[config.mk]
export PLATFORM = sky130hd
export DESIGN_NAME = moore_seq_driver
export DESIGN_NICKNAME = d
export VERILOG_FILES = /design/src/rtl/moore_seq_driver.sv
export SDC_FILE = /design/constraint.sdc
export NUM_CORES = 1
export LEC_CHECK = 0
export ABC_CLOCK_PERIOD_IN_PS = 3700
export CORE_MARGIN = 1
export CORE_UTILIZATION = 54
export DETAILED_ROUTE_END_ITERATION = 10
export PLACE_DENSITY_LB_ADDON = 0.08
export SYNTH_ARGS = -nofsm -noshare
export SYNTH_HDL_FRONTEND = slang
export SYNTH_SLANG_ARGS = --single-unit
[constraint.sdc]
create_clock -name clk -period 3.7 [get_ports clk]
set_input_delay 0.555 -clock clk [delete_from_list [all_inputs] [get_ports clk]]
set_output_delay 0.555 -clock clk [all_outputs]
set_load 0.02 [all_outputs]
[src/rtl/moore_seq_driver.sv]
// Serial stimulus driver for the x/y Moore detector link: resets the detector, shifts a word out
// MSB first and collects the per-bit y response into a parallel word; done 1 cycle, ready again after.
module moore_seq_driver #(
  parameter int WIDTH = 8
) (
  input  logic             clk,
  input  logic             rst,
  input  logic             start,
  input  logic [WIDTH-1:0] data_in,
  output logic             ready,
  output logic             busy,
  output logic             link_rstn,
  output logic             x_out,
  input  logic             y_in,
  output logic [WIDTH-1:0] resp_out,
  output logic             done
);

  localparam int CW   = $clog2(WIDTH) + 1;
  localparam int CAPW = WIDTH - 1;
  localparam logic [CW-1:0] LAST_BIT = CW'(WIDTH - 1);

  typedef enum logic [2:0] {
    S_IDLE,
    S_LINK_RST,
    S_SHIFT,
    S_TAIL,
    S_DONE
  } state_t;

  state_t            state_q, state_d;
  logic [WIDTH-1:0]  shreg_q, shreg_d;
  logic [CAPW-1:0]   cap_q,   cap_d;
  logic [WIDTH-1:0]  resp_q,  resp_d;
  logic [CW-1:0]     cnt_q,   cnt_d;

  always_ff @(posedge clk) begin
    if (rst) begin
      state_q <= S_IDLE;
      shreg_q <= '0;
      cap_q   <= '0;
      resp_q  <= '0;
      cnt_q   <= '0;
    end else begin
      state_q <= state_d;
      shreg_q <= shreg_d;
      cap_q   <= cap_d;
      resp_q  <= resp_d;
      cnt_q   <= cnt_d;
    end
  end

  // cap only needs WIDTH-1 bits: the last response arrives in TAIL and goes straight into resp.
  always_comb begin
    state_d = state_q;
    shreg_d = shreg_q;
    cap_d   = cap_q;
    resp_d  = resp_q;
    cnt_d   = cnt_q;
    case (state_q)
      S_IDLE: begin
        if (start) begin
          state_d = S_LINK_RST;
          shreg_d = data_in;
          cap_d   = '0;
          cnt_d   = '0;
        end
      end
      S_LINK_RST: begin
        state_d = S_SHIFT;
      end
      S_SHIFT: begin
        shreg_d = shreg_q << 1;
        cnt_d   = cnt_q + CW'(1);
        // y_in in bit 0 still shows the freshly reset detector, not a response.
        if (cnt_q != '0) begin
          cap_d = (cap_q << 1) | CAPW'(y_in);
        end
        if (cnt_q == LAST_BIT) begin
          state_d = S_TAIL;
        end
      end
      S_TAIL: begin
        resp_d  = {cap_q, y_in};
        state_d = S_DONE;
      end
      S_DONE: begin
        state_d = S_IDLE;
      end
      default: begin
        state_d = S_IDLE;
      end
    endcase
  end

  assign ready     = (state_q == S_IDLE);
  assign busy      = (state_q == S_LINK_RST) || (state_q == S_SHIFT) || (state_q == S_TAIL);
  assign link_rstn = !rst && (state_q != S_LINK_RST);
  assign x_out     = (state_q == S_SHIFT) && shreg_q[WIDTH-1];
  assign resp_out  = resp_q;
  assign done      = (state_q == S_DONE);

endmodule

==> results.cfg, run 1 <==
[clock_tree]
tritoncts = yes
htreeDepth = 2
cts-buffers-inserted = 5
post_cts_buffers = 0
cts_sinks = 30
clk_path_buf_depth = 2
clk_latency_ns = 0.33
ctsHoldBuffers = 0
cts_resized = 0
cts.clk_slew.worst_paths_ns = 0.10
cts-root-buf = clkbuf_4

[timing]
rsz0062_at_grt = false
fin_setup_tns_ns = 0
setup_viol = 0
slew_headroom_pct = 44.7
post-route-period-util_pct = 69.0
drv_slew = 0
worst_pin_slew_ns = 0.822
clock_skew_ns = 0.0114
hold_viol_final = 0
final.min_clock_period_ns = 2.55
fmax_mhz = 392

[power_and_ir_drop]
ir_worst_vdd_mv = 0.357
powerDensity_nw_per_um2 = 436
power_uw = 696
p_int_uw = 492
power_frac_comb_pct = 19.8
p_sw_uw = 203
pwr-share-seq_pct = 50.6
clockPowerShare_pct = 29.6
power.leakage_uw = 0.000627
swShare_pct = 29.2

[worst_setup_path]
crit_type = reg2out
cp_data_arrival_time_ns = 2.00
crit_required_ns = 3.14
critical_path.max_fanout = 26
start_kind = register
worstSetupEndpointType = output port

[synth]
synth_top_cell_by_area = dfxtp_1
synthTopCellsByArea = dfxtp_1 47%, mux2i_1 6.2%, a22o_1 4.8%, o21ai_0 4.7%, nand2_1 4.7%
synth_fp_nets = 157
yosysMostFrequentCell = dfxtp_1
synth_cells = 143
synth_area_um2 = 1280
synth-edff-count = 0
synth.distinct_cells = 34
yosys_most_used_dff = dfxtp_1
ys_seq_elements = 30
yosys-top-cells-count = 30 x dfxtp_1, 16 x nand2_1, 16 x nor2_1, 12 x o21ai_0, 8 x mux2i_1
ys_seq_area_share_pct = 46.7
synth.yosys.warnings = 0
synth_top_area_share_pct = 46.7
async_flop_share_pct = 0
avgSynthCellArea_um2 = 8.99

[floorplan]
dieArea_um2 = 2580
chipWidth_um = 50.8
pin_count = 25
core-area_um2 = 2230
die_height_um = 50.8
initial_core_util_pct = 57.5
core.rowCount = 17

[place]
io_buffers = 24
place_congestion = 0.749
placed_cell_area_um2 = 1530
hpwl_mm = 1.67

[drt]
ant_nets = 0
drcViolationCount = 0
drt_iter0_markers = 23
via_per_inst = 5.45
wl_per_cell_um = 12.6
vias = 1069
dr.pass1.iters = 4
routed_wl_mm = 2.48

[cells_and_area]
stdcell_area_um2 = 1600
multi_input_area_um2 = 626
diodes = 0
drive_above_1_share_pct = 8.93
nets = 181
syn_to_final_growth_pct = 24.1
nFillCells = 187
regArea_um2 = 601

[global_routing]
grt_pass1_wl_mm = 3.91
grt_pass1_vias = 908
grt_antenna_before_repair = 0
grt_overflow = 0
grt_max_degree = 28
gr-usage-all-layers_pct = 21.7

[flow_run]
drv_cap = 0

[worst_hold_path]
worstHoldPathType = reg2reg

[status]
status = complete, no violations
[kinds of logic after synthesis]
kind of cell / Yosys count / synth area share, %
flip-flops: 30 / 46.7
AO/OA/AOI/OAI: 35 / 18.4
AND/OR/NAND/NOR: 54 / 21.4
multiplexers: 8 / 6.23
adder cells (fa/ha/maj): 2 / 1.95
XOR/XNOR: 1 / 0.682
buffers and inverters: 13 / 4.58
[cell type report]
type / instances / share of cell area (%)
Clock buffer: 6 / 3.22
Clock inverter: 2 / 0.784
Tap cell: 28 / 2.20
Sequential cell: 30 / 37.6
Inverter: 4 / 0.941
Timing Repair Buffer: 26 / 16.0
Multi-Input combinational cell: 100 / 39.2
[layer usage]
metal,track usage (%),share of wire (%)
met1,25.2,46
met2,32.4,47
met3,9.39,5.0
met4,13.4,1.8
met5,0,0
[flip-flops by register name, indices dropped and copies added (netlist names)]
signal    count
resp_out      8
shreg_q       8
state_q       3
cap_q         7
cnt_q         4
[path summary, 6_finish.rpt]
kind	slack, ns	start	endpoint	cells past startpoint
setup reg to reg	2.00	state_q[1]$_SDFFE_PP0P_	cap_q[6]$_SDFFE_PP0P_	4
hold reg to reg	0.49	shreg_q[7]$_SDFFE_PP0P_	shreg_q[7]$_SDFFE_PP0P_	1
hold / removal	0.49	shreg_q[7]$_SDFFE_PP0P_	shreg_q[7]$_SDFFE_PP0P_	1
setup / recovery	1.15	state_q[1]$_SDFFE_PP0P_	x_out	4
[critical path: stages (launching register included)]
cell and delay, ns:
dfxtp_1 0.32, buf_4 0.24, nor3b_4 0.34, and2_1 0.17, clkdlybuf4s50_1 0.59
[power by group through the flow]
stage | Sequential [uW] | Clock, uW | Combinational (uW)
final | 352 | 206 | 138
after global routing | 355 | 230 | 150
after CTS | 352 | 210 | 138
after detailed placement | 359 | 0 | 138
after global placement | 358 | 0 | 134
after floorplan | 357 | 0 | 95.8
[layout by cell type (no fill, tap or decap), drive strengths merged, types with 4 or more instances in the layout]
cell           instances
nor2                  17
clkbuf                 6
mux2i                  8
a22o                   7
nand2                 16
o22ai                  5
nand2b                 6
o21ai                 12
clkdlybuf4s50         24
a21oi                  4
dfxtp                 30
inv                    4
[through the flow]
stage | utilization [%] | std cells | hold WS, ns | setup WS [ns]
after global routing | 71.4 | 196 | 0.510 | 1.02
after floorplan | - | 143 | 0.434 | 1.78
after global placement | 68.6 | 188 | 0.457 | 1.26
final | 71.4 | 196 | 0.485 | 1.15
after detailed placement | 68.6 | 188 | 0.463 | 1.24
after CTS | 71.4 | 196 | 0.487 | 1.14
Note: power is estimated with default switching activity, not from simulation.
==> inputs of run 2 (changes only) <==
--- a/config.mk
+++ b/config.mk
@@ -5,9 +5,9 @@
 export SDC_FILE = /design/constraint.sdc
 export NUM_CORES = 1
 export LEC_CHECK = 0
-export ABC_CLOCK_PERIOD_IN_PS = 3700
+export ABC_CLOCK_PERIOD_IN_PS = 2500
 export CORE_MARGIN = 1
-export CORE_UTILIZATION = 54
+export CORE_UTILIZATION = 50
 export DETAILED_ROUTE_END_ITERATION = 10
 export PLACE_DENSITY_LB_ADDON = 0.08
 export SYNTH_ARGS = -nofsm -noshare
==> constraint.sdc (replaced) <==
create_clock -name clk -period 2.5 [get_ports clk]
set_input_delay 0.375 -clock clk [delete_from_list [all_inputs] [get_ports clk]]
set_output_delay 0.375 -clock clk [all_outputs]
set_load 0.02 [all_outputs]
==> run 2 against run 1 <==
Compared with the run above: cell count up 1.5%; setup slack lost 0.84 ns; die area grew 7.7%; via count shrank 0.19%; largest cell class unchanged; highest routed layer unchanged.
==> results.cfg, run 2 (same netlist as run 1, synthesis figures left out) <==
[status]
status = complete, no violations

[clock_tree]
cts.clk_slew.worst_paths_ns = 0.09
ctsHoldBuffers = 0
post_cts_buffers = 0
tritoncts = yes
cts-buffers-inserted = 5
htreeDepth = 2
clk_path_buf_depth = 2
cts-root-buf = clkbuf_4
clk_latency_ns = 0.33
cts_sinks = 30
cts_resized = 0

[cells_and_area]
layout_common_cells = 30 x dfxtp_1, 24 x clkdlybuf4s50_1, 16 x nor2_1, 16 x nand2_1, 12 x o21ai_0
regArea_um2 = 601
final_util_pct = 66.0
syn_to_final_growth_pct = 26.1
diodes = 0
nFillCells = 222
multi_input_area_um2 = 626
drive_above_1_share_pct = 9.47
layout_commonest_cell = dfxtp_1
nets = 182

[drt]
routed_wl_mm = 2.52
drcViolationCount = 0
wl_per_cell_um = 12.7
drt_iter0_markers = 13
dr.pass1.iters = 4
ant_nets = 0
vias = 1067
via_per_inst = 5.36

[global_routing]
gr-usage-all-layers_pct = 20.7
grt_overflow = 0
grt_pass1_vias = 932
grt_antenna_before_repair = 0
grt_max_degree = 27
grt_pass1_wl_mm = 4.04

[floorplan]
core-area_um2 = 2450
chipWidth_um = 52.7
dieArea_um2 = 2780
pin_count = 25
initial_core_util_pct = 52.3
die_height_um = 52.7
core.rowCount = 18

[place]
hpwl_mm = 1.73
place_congestion = 0.738
pre_cts_ws_ns = 0.612
io_buffers = 24

[worst_setup_path]
cp_data_arrival_time_ns = 1.82
cp_top_family = buffers and inverters
path_depth = 3
worstSetupEndpointType = output port
critical_path.max_fanout = 7
start_kind = register
crit_required_ns = 2.12
r2r.worst_path.cells = 4
worstPathCellList = nor3b_4, and2_1, clkdlybuf4s50_1
crit_buf_inv = 1
critical-path-slowest-cell = clkdlybuf4s50_1
max_stage_delay_ns = 0.60
crit_type = reg2out

[timing]
worst_pin_slew_ns = 0.582
drv_slew = 0
fin_ws_ns = 0.307
hold_viol_final = 0
rsz0062_at_grt = false
fmax_mhz = 456
fin_setup_tns_ns = 0
clock_skew_ns = 0.00455
post-route-period-util_pct = 87.7
final.min_clock_period_ns = 2.19
slew_headroom_pct = 61.1
setup_viol = 0

[worst_hold_path]
hold_depth = 2
worstHoldPathType = reg2reg

[power_and_ir_drop]
power.leakage_uw = 0.000641
powerDensity_nw_per_um2 = 671
power_uw = 1090
ir_worst_vdd_mv = 0.496

[flow_run]
drv_cap = 0
==> run 2: cell types whose count changed in the layout (fill, tap and decap cells not counted) <==
| cell | previous run | this run |
|---|---|---|
| clkbuf_8 | 1 | 3 |
| clkinv_2 | 1 | 0 |
| clkinvlp_4 | 1 | 0 |
| buf_4 | 2 | 3 |
==> run 2: path summary, 6_finish.rpt <==
kind                            from                        to  slack [ns]
max          state_q[0]$_SDFFE_PP0P_                     x_out        0.31
min            cap_q[6]$_SDFFE_PP0P_     cap_q[6]$_SDFFE_PP0P_        0.48
max reg2reg  state_q[1]$_SDFFE_PP0P_  resp_out[2]$_SDFFE_PP0P_        0.98
min reg2reg    cap_q[6]$_SDFFE_PP0P_     cap_q[6]$_SDFFE_PP0P_        0.48
==> run 2: through the flow <==
step	area (um2)	instances	hold WS [ns]
final	1620	199	0.484
after global routing	1620	199	0.505
after CTS	1620	199	0.488
after detailed placement	1540	191	0.467
after global placement	1540	191	0.459
after floorplan	1280	143	0.434
==> run 2: worst reg2reg max path, delay by kind of cell, from the launching register on <==
kind                   cells  cell delay (ns)
flip-flops                 1             0.34
AND/OR/NAND/NOR            2             0.52
buffers and inverters      1             0.25
multiplexers               1             0.31
==> run 2: layer usage <==
layer | track usage, % | routed length, um | vias up
met5 | 0 | 0 | -
met4 | 7.89 | 45 | 0
met3 | 9.57 | 138 | 7
met2 | 30.6 | 1130 | 21
met1 | 25.8 | 1210 | 488
li1 | - | - | 551
==> run 2: cell type report <==
| cell class | instances | share of cell area [%] |
|---|---|---|
| Inverter | 4 | 0.927 |
| Multi-Input combinational cell | 100 | 38.6 |
| Timing Repair Buffer | 27 | 16.2 |
| Tap cell | 30 | 2.32 |
| Clock buffer | 8 | 4.86 |
| Sequential cell | 30 | 37.1 |
==> run 2: where the power goes <==
group | internal (uW) | total, uW | switching [uW]
sequential | 502 | 522 | 19.6
combinational | 94.3 | 206 | 112
clock | 192 | 358 | 166
total | 789 | 1090 | 298
